### src/rtl/spi_dac_pkg.sv
// spi_dac_pkg: shared state encoding, frame geometry and frame builder for the MCP49x2 streaming driver.
package spi_dac_pkg;

    typedef enum logic [2:0] {IDLE, LOAD, SCK_LO, SCK_HI, GAP, LDAC} state_t;

    localparam int FRAME_W     = 16;
    localparam int DAC_FIELD_W = 12;
    localparam int AB_BIT      = 15;
    localparam int BUF_BIT     = 14;
    localparam int GA_BIT      = 13;
    localparam int SHDN_BIT    = 12;

    function automatic logic [FRAME_W-1:0] make_frame(
        input logic                   ab,
        input logic                   buffered,
        input logic                   gain_1x,
        input logic                   active,
        input logic [DAC_FIELD_W-1:0] field
    );
        logic [FRAME_W-1:0] f;
        f                  = '0;
        f[AB_BIT]          = ab;
        f[BUF_BIT]         = buffered;
        f[GA_BIT]          = gain_1x;
        f[SHDN_BIT]        = active;
        f[DAC_FIELD_W-1:0] = field;
        return f;
    endfunction

endpackage

### src/rtl/spi_dac_fifo.sv
// spi_dac_fifo: synchronous FIFO holding {last, ch, data} words ahead of the SPI serialiser.
module spi_dac_fifo #(
    parameter int W     = 8,
    parameter int DEPTH = 4,
    localparam int AW   = $clog2(DEPTH)
) (
    input  logic          clk,
    input  logic          reset,
    input  logic          i_push,
    input  logic [W-1:0]  i_data,
    input  logic          i_pop,
    output logic [W-1:0]  o_data,
    output logic          o_full,
    output logic          o_empty,
    output logic [AW:0]   o_count
);

    logic [W-1:0]  r_mem [DEPTH];
    logic [AW-1:0] r_wp;
    logic [AW-1:0] r_rp;
    logic [AW:0]   r_count;
    logic          w_push;
    logic          w_pop;

    assign o_full  = r_count == (AW+1)'(DEPTH);
    assign o_empty = r_count == '0;
    assign o_count = r_count;
    assign o_data  = r_mem[r_rp];
    // A push into a full FIFO is refused even when a pop happens the same cycle.
    assign w_push  = i_push && !o_full;
    assign w_pop   = i_pop && !o_empty;

    always_ff @(posedge clk) begin
        if (w_push) r_mem[r_wp] <= i_data;
    end

    always_ff @(posedge clk) begin
        if (reset) begin
            r_wp    <= '0;
            r_rp    <= '0;
            r_count <= '0;
        end else begin
            if (w_push) r_wp <= r_wp + 1'b1;
            if (w_pop) r_rp <= r_rp + 1'b1;
            r_count <= r_count + (AW+1)'(w_push) - (AW+1)'(w_pop);
        end
    end

endmodule

### src/rtl/spi_dac_stream.sv
// spi_dac_stream: streams (channel, sample) words as 16-bit MCP49x2 write frames over shared SCK/SDI.
// Define SPI_DAC_LDAC_EN to add the ldac_n port and a latch pulse after each frame marked s_last.
module spi_dac_stream
    import spi_dac_pkg::*;
#(
    parameter int DATA_W     = 12,
    parameter int NUM_CH     = 2,
    parameter int CLK_DIV    = 1,
    parameter int FIFO_DEPTH = 4,
    parameter int CS_GAP     = 2,
    parameter bit GAIN_1X    = 1'b1,
    parameter bit BUFFERED   = 1'b1,
    parameter bit ACTIVE     = 1'b1,
    parameter int LDAC_W     = 2,
    localparam int CH_W      = $clog2(NUM_CH),
    localparam int NCHIP     = NUM_CH / 2
) (
    input  logic              clk,
    input  logic              reset,
    input  logic              s_valid,
    output logic              s_ready,
    input  logic [CH_W-1:0]   s_ch,
    input  logic [DATA_W-1:0] s_data,
    input  logic              s_last,
    output logic [NCHIP-1:0]  cs_n,
    output logic              sck,
    output logic              sdi,
`ifdef SPI_DAC_LDAC_EN
    output logic              ldac_n,
`endif
    output logic              busy,
    output logic              err_ch
);

    localparam int FW      = 1 + CH_W + DATA_W;
    localparam int DIV_GAP = CLK_DIV > CS_GAP ? CLK_DIV : CS_GAP;
    localparam int CNT_MAX = DIV_GAP > LDAC_W ? DIV_GAP : LDAC_W;
    localparam int CW      = $clog2(CNT_MAX + 1);
    localparam int AW      = $clog2(FIFO_DEPTH);

    state_t             r_state;
    logic [CW-1:0]      r_cnt;
    logic [3:0]         r_bits;
    logic [FRAME_W-1:0] r_frame;
    logic [NCHIP-1:0]   r_cs_n;
    logic               r_sck;
    logic               r_bad;
    logic               r_err;

    logic [FW-1:0]          w_q;
    logic                   w_full;
    logic                   w_empty;
    logic [AW:0]            w_count;
    logic [CH_W-1:0]        w_ch;
    logic [DATA_W-1:0]      w_data;
    logic [DAC_FIELD_W-1:0] w_field;
    logic                   w_bad;
    logic                   w_gap_done;
    logic                   w_pop;

    spi_dac_fifo #(.W(FW), .DEPTH(FIFO_DEPTH)) u_fifo (
        .clk     (clk),
        .reset   (reset),
        .i_push  (s_valid && s_ready),
        .i_data  ({s_last, s_ch, s_data}),
        .i_pop   (w_pop),
        .o_data  (w_q),
        .o_full  (w_full),
        .o_empty (w_empty),
        .o_count (w_count)
    );

    assign w_ch    = w_q[DATA_W +: CH_W];
    assign w_data  = w_q[DATA_W-1:0];
    assign w_field = DAC_FIELD_W'(w_data) << (DAC_FIELD_W - DATA_W);
    assign w_bad   = {1'b0, w_ch} >= (CH_W+1)'(NUM_CH);

`ifdef SPI_DAC_LDAC_EN
    logic r_last;
    logic r_ldac_n;
    assign ldac_n     = r_ldac_n;
    // A point-final frame must run its LDAC pulse before the next frame may start.
    assign w_gap_done = r_state == GAP && r_cnt == '0 && !r_last;
`else
    logic w_unused_last;
    assign w_unused_last = w_q[FW-1];
    assign w_gap_done    = r_state == GAP && r_cnt == '0;
`endif

    assign w_pop   = !w_empty && (r_state == IDLE || w_gap_done);
    assign s_ready = !reset && !w_full;
    assign cs_n    = r_cs_n;
    assign sck     = r_sck;
    assign sdi     = r_frame[FRAME_W-1];
    assign busy    = w_count != '0 || r_state != IDLE;
    assign err_ch  = r_err;

    // LOAD doubles as the first low half-period of bit 15, so cs_n low lasts exactly 32*CLK_DIV cycles.
    always_ff @(posedge clk) begin
        if (reset) begin
            r_state  <= IDLE;
            r_cnt    <= '0;
            r_bits   <= '0;
            r_frame  <= '0;
            r_cs_n   <= '1;
            r_sck    <= 1'b0;
            r_bad    <= 1'b0;
            r_err    <= 1'b0;
`ifdef SPI_DAC_LDAC_EN
            r_last   <= 1'b0;
            r_ldac_n <= 1'b1;
`endif
        end else if (w_pop) begin
            r_state <= LOAD;
            r_cnt   <= CW'(CLK_DIV - 1);
            r_bits  <= 4'(FRAME_W - 1);
            r_frame <= w_bad ? '0 : make_frame(w_ch[0], BUFFERED, GAIN_1X, ACTIVE, w_field);
            r_cs_n  <= w_bad ? '1 : ~(NCHIP'(1) << (w_ch >> 1));
            r_bad   <= w_bad;
            r_err   <= r_err | w_bad;
`ifdef SPI_DAC_LDAC_EN
            r_last  <= w_q[FW-1];
`endif
        end else begin
            case (r_state)
                LOAD, SCK_LO:
                    if (r_bad) r_state <= IDLE;
                    else if (r_cnt != '0) begin
                        r_state <= SCK_LO;
                        r_cnt   <= r_cnt - 1'b1;
                    end else begin
                        r_state <= SCK_HI;
                        r_sck   <= 1'b1;
                        r_cnt   <= CW'(CLK_DIV - 1);
                    end
                SCK_HI:
                    if (r_cnt != '0) r_cnt <= r_cnt - 1'b1;
                    else begin
                        r_sck   <= 1'b0;
                        r_frame <= r_frame << 1;
                        if (r_bits == '0) begin
                            r_state <= GAP;
                            r_cs_n  <= '1;
                            r_cnt   <= CW'(CS_GAP - 1);
                        end else begin
                            r_state <= SCK_LO;
                            r_bits  <= r_bits - 1'b1;
                            r_cnt   <= CW'(CLK_DIV - 1);
                        end
                    end
                GAP:
                    if (r_cnt != '0) r_cnt <= r_cnt - 1'b1;
`ifdef SPI_DAC_LDAC_EN
                    else if (r_last) begin
                        r_state  <= LDAC;
                        r_ldac_n <= 1'b0;
                        r_cnt    <= CW'(LDAC_W - 1);
                    end
`endif
                    else r_state <= IDLE;
`ifdef SPI_DAC_LDAC_EN
                LDAC:
                    if (r_cnt != '0) r_cnt <= r_cnt - 1'b1;
                    else begin
                        r_ldac_n <= 1'b1;
                        r_state  <= IDLE;
                    end
`endif
                default: r_state <= IDLE;
            endcase
        end
    end

endmodule

### config.mk
export PLATFORM = sky130hd
export DESIGN_NAME = spi_dac_stream
export DESIGN_NICKNAME = d
export VERILOG_FILES = /design/src/rtl/spi_dac_pkg.sv /design/src/rtl/spi_dac_fifo.sv /design/src/rtl/spi_dac_stream.sv
export SDC_FILE = /design/constraint.sdc
export NUM_CORES = 1
export LEC_CHECK = 0
export ABC_AREA = 0
export BUFFER_PORTS_ARGS = -buffer_cell sky130_fd_sc_hd__buf_4
export CORE_ASPECT_RATIO = 1.25
export CORE_MARGIN = 2
export CORE_UTILIZATION = 33
export CTS_BUF_LIST = sky130_fd_sc_hd__clkbuf_8
export CTS_CLUSTER_DIAMETER = 60
export DETAILED_ROUTE_END_ITERATION = 12
export GPL_TIMING_DRIVEN = 0
export PLACE_DENSITY = 0.53
export SLEW_MARGIN = 20
export SYNTH_ARGS = -nofsm -noshare
export SYNTH_HDL_FRONTEND = slang
export SYNTH_HIERARCHICAL = 1
export SYNTH_SLANG_ARGS = --single-unit
### constraint.sdc
create_clock -name clk -period 8.4 [get_ports clk]
set_input_delay 2.52 -clock clk [delete_from_list [all_inputs] [get_ports clk]]
set_output_delay 2.52 -clock clk [all_outputs]
set_load 0.02 [all_outputs]
=== Word level (Yosys, flattened, before mapping) ===
Memory sizes are Yosys's and may differ from the RTL's. A register that Yosys moved wholly into a read port is not among the register bits.
Index checks and enable logic that the tools add are counted.

* Bits in registers: 34
* Bits in writable memories: 56
* Output and inout port bits: 6
* Memories: 1

* Add/sub/neg operators: 6
* Equality and inequality tests: 13
* Mux-type cells: 29
* Bitwise gates (word level): 1
* Reduce and logical (&&, ||, !) cells: 31

{| class="wikitable"
|+ Memories
! name !! words !! width !! rd ports !! clocked after Yosys merged registers in !! wr ports !! RTL line !! RTL
|-
| u_fifo.r_mem || 4 || 14 || 1 || 1 || 1 || spi_dac_fifo.sv:18 || <nowiki>logic [W-1:0] r_mem [DEPTH];</nowiki>
|}

{| class="wikitable"
|+ Operator list
! operator !! number
|-
| 2-to-1 mux 16 bit || 3
|-
| 2-to-1 mux 4 bit || 4
|-
| 2-to-1 mux 1 bit || 11
|-
| 2-to-1 mux 2 bit || 5
|-
| 2-to-1 mux 3 bit || 3
|-
| one-hot mux 3 bit (3 select lines) || 1
|-
| nonzero test 3 bit || 3
|-
| AND reduction 2 bit || 4
|-
| nonzero test 2 bit || 4
|-
| == test 3 x 2 -> 1 bit, second input constant || 2
|-
| == test 3 bit, second input constant || 2
|-
| logical AND 1 bit || 6
|-
| logical NOT 3 bit || 2
|-
| inequality test 2 x 1 -> 1 bit, second input constant || 3
|-
| inequality test 2 bit, second input constant || 3
|-
| inequality test 3 x 2 -> 1 bit, second input constant || 2
|-
| one-hot mux 2 bit (3 select lines) || 1
|-
| AND reduction 3 bit || 2
|-
| adder 2 x 1 -> 2 bit, second input constant || 2
|-
| logical NOT 4 bit || 1
|-
| AND reduction 4 bit || 1
|-
| OR reduction 2 bit || 2
|-
| subtractor 4 x 1 -> 4 bit, second input constant || 1
|-
| adder 3 x 1 -> 3 bit || 1
|-
| other kinds (8) || 11
|}

=== Depth between registers and ports, before layout ===
* Word-level depth: 7
* Mapped depth: 14
* Mapped depth without buffers: 13

=== By module ===
The synthesis kept the hierarchy.

{| class="wikitable"
|+ By module, submodules not included
! module !! instances !! cells an instance !! area each (um^2) !! seq. area each (um^2)
|-
| spi_dac_fifo || 1 || 124 || 2506.2 || 1861.8
|-
| spi_dac_stream || 1 || 157 || 1376.3 || 540.5
|}

=== Worst setup path before layout ===
Ideal clock, no wire load.

* Kind: input to output
* Start point: input port reset
* End point: output port s_ready
* Data arrival time: 3048 ps
* Data required time: 5880 ps
* Path slack: 2832 ps
* Stages on the path: 2
* Cell sequence: clkbuf_1 > nor2_1

* Cells in the longest elaborated chain, start to end: 2

{| class="wikitable"
|+ Ends and longest elaborated chain
! what !! RTL line !! RTL
|-
| start: declaration || spi_dac_stream.sv:19 || <nowiki>input logic reset,</nowiki>
|-
| logical NOT 1 bit || spi_dac_stream.sv:91 || <nowiki>assign s_ready = !reset && !w_full;</nowiki>
|-
| logical AND 1 bit || spi_dac_stream.sv:91 ||
|-
| end: declaration || spi_dac_stream.sv:21 || <nowiki>output logic s_ready,</nowiki>
|}

No other way between the ends.

=== Worst setup path after layout ===
Same ends and word-level chain as after synthesis.

==> insert_results.sql <==
INSERT INTO impl_metrics (metric_group, metric, value, unit) VALUES
('sta', 'timing.final.setup_violations', '0', ''),
('cells_and_area', 'area_growth_syn_to_layout', '14.0', '%'),
('worst_setup_path', 'worst-endpoint-required', '5880', 'ps'),
('clocking', 'path_clk_slew', '90', 'ps'),
('clocking', 'cts_inserted_buffers', '9', ''),
('logic_synthesis', 'post_syn_nets', '301', ''),
('clocking', 'clock_tree.htree_level_count', '3', ''),
('worst_setup_path', 'setup_crit_end_kind', 'output port', ''),
('placement', 'postPlaceCellArea', '4060', 'µm²'),
('grt', 'first_global_vias', '2155', ''),
('worst_setup_path', 'crit_fanout', '10', ''),
('route', 'drc', '0', ''),
('sta', 'clock-skew-final', '11.9', 'ps'),
('power_and_ir_drop', 'fin_total_pwr', '0.00128', 'W'),
('sta', 'min_period', '5870', 'ps'),
('placement', 'routabilityCongestion', '0.768', ''),
('die', 'fp.coreArea', '11100', 'µm²'),
('route', 'detail_route.wirelength', '6.68', 'mm'),
('worst_setup_path', 'crit_path_start_kind', 'primary input', ''),
('min_path', 'hp-class', 'reg2reg', ''),
('cells_and_area', 'mostFrequentLayoutCell', 'sky130_fd_sc_hd__edfxtp_1', ''),
('grt', 'groute.layer.met1.usage', '0.153', ''),
('sta', 'fin_crit_sh', '0.699', ''),
('grt', 'global_route.usage.met2', '0.189', ''),
('grt', 'gr_usage_total', '0.119', ''),
('clocking', 'cts-hold-fix-buffers', '0', ''),
('route', 'route.antenna.remaining_nets', '0', ''),
('cells_and_area', 'multi_input_area', '1280', 'µm²'),
('sta', 'tns', '0', 'ps'),
('worst_setup_path', 'path_type_of_the_worst_setup_path', 'in2out', ''),
('grt', 'global_route.peak_usage_layer', 'met2', ''),
('sta', 'report.final.slew_viol_count', '0', ''),
('status', 'status', 'completed', ''),
('die', 'io_pins', '23', ''),
('die', 'start_util', '0.337', ''),
('clocking', 'clk-insertion-delay-late', '360', 'ps'),
('power_and_ir_drop', 'vdd_ir_drop_max', '0.0939', 'mV'),
('route', 'initialDrtViolationCount', '95', ''),
('die', 'row_count', '43', ''),
('route', 'detailedRoute.firstPassIterationCount', '4', ''),
('cells_and_area', 'layout.cells.most_common_list', 'sky130_fd_sc_hd__edfxtp_1 (52), sky130_fd_sc_hd__dfxtp_1 (36), sky130_fd_sc_hd__nand2_1 (35)', ''),
('die', 'dieArea', '12200', 'µm²'),
('sta', 'worst_slew_pin_tran', '754', 'ps'),
('flow_run', 'maxCapViolations', '0', ''),
('clocking', 'cts_max_path_buffers', '2', ''),
('placement', 'placement.io_buffers', '20', ''),
('route', 'detail_route.wl_per_cell', '14.9', 'µm'),
('clocking', 'cts.sink_count', '88', ''),
('cells_and_area', 'final_design_area_no_fill', '4260', 'µm²'),
('sta', 'max_clock_freq', '170', 'MHz'),
('die', 'die_y', '123', 'µm'),
('grt', 'global_route_wire_length_before_repair', '11.1', 'mm'),
('grt', 'grt_use_met3', '0.0266', ''),
('die', 'die_width', '99.2', 'µm'),
('logic_synthesis', 'yosys_warnings', '6', ''),
('logic_synthesis', 'synthesis.area', '3740', 'µm²'),
('cells_and_area', 'fin_nets', '332', ''),
('route', 'dr_total_vias', '2178', ''),
('clocking', 'cts.repair_timing.setup_buffer_count', '0', ''),
('power_and_ir_drop', 'areal_power_density_over_the_cells', '300', 'nW/µm²'),
('sta', 'max-slew-margin-rel', '0.498', ''),
('grt', 'grt_max_degree', '17', ''),
('clocking', 'clk_root_buffer_cell', 'sky130_fd_sc_hd__clkbuf_8', ''),
('cells_and_area', 'filler_cell_count', '1089', ''),
('clocking', 'cts_tree', 'done', ''),
('worst_setup_path', 'critical_path_arrival', '3350', 'ps'),
('cells_and_area', 'seq_area', '2280', 'µm²'),
('grt', 'grt-ovfl-total', '0', ''),
('cells_and_area', 'final_util', '0.385', ''),
('route', 'detailed_route_vias_per_instance', '4.87', ''),
('cells_and_area', 'antenna_cells', '0', ''),
('clocking', 'resized_after_cts', '0', ''),
('logic_synthesis', 'syn_avg_cell_area', '13.6', 'µm²'),
('placement', 'detailed_place_hpwl', '4.48', 'mm'),
('power_and_ir_drop', 'leakagePower', '1.43', 'nW'),
('logic_synthesis', 'number_of_instances_in_the_synthesized_netlist', '276', ''),
('sta', 'rsz0062_at_grt', 'no', ''),
('grt', 'initial_antenna_violation_count', '0', ''),
('sta', 'finalHoldWorstSlack', '480', 'ps'),
('sta', 'finalHoldViolations', '0', ''),
('cells_and_area', 'post_route_cells_drive_above_1_share', '0.253', '');
==> registers in the layout, summed over array words and instances, names as in the netlist, named ones only <==
name / cells
u_fifo/r_mem: 52
r_frame: 16
r_bits: 4
r_state: 3
u_fifo/o_count: 3
r_cnt: 2
u_fifo/r_rp: 2
u_fifo/r_wp: 2
cs_n: 1
sck: 1
==> stage by stage <==
step | std cells | setup slack, ps
detailed placement | 431 | 2510
global route | 447 | 2440
CTS | 447 | 2510
floorplan | 276 | 2830
global placement | 431 | 2520
finish | 447 | 2530
==> final timing paths <==
path                                        start                 to  slack (ps)  cells after the start
worst max-delay path                        reset            s_ready        2530                      4
worst min-delay path                  r_frame[11]        r_frame[12]         480                      2
worst min register to register        r_frame[11]        r_frame[12]         480                      2
worst max register to register  u_fifo/o_count[1]  u_fifo/o_count[2]        5780                     13
==> metal layers <==
metal,wire length [µm],share of wire
met1,3030,0.45
met3,249,0.037
met4,130,0.019
met5,0,0
met2,3270,0.49
==> cell type report <==
class                   count  area share
well taps                 135      0.0396
repair buffers             20      0.0352
multi-input cells         158       0.301
clock buffers               9      0.0291
inverters                  13      0.0126
clock inverters             7      0.0185
flip-flops and latches     88       0.536
plain buffers              17      0.0285
==> power breakdown <==
group	switching [W]	leakage (nW)	internal, W
logic	0.000218	0.561	0.000188
registers	0.0000461	0.767	0.000530
clock network	0.000157	0.104	0.000141
total	0.000421	1.43	0.000859
==> critical path, cell delays in order <==
cell	delay (ps)
sky130_fd_sc_hd__buf_4	90
sky130_fd_sc_hd__clkbuf_1	430
sky130_fd_sc_hd__nor2_1	130
sky130_fd_sc_hd__buf_4	180
No activity file was read; power rests on OpenSTA's default activity.
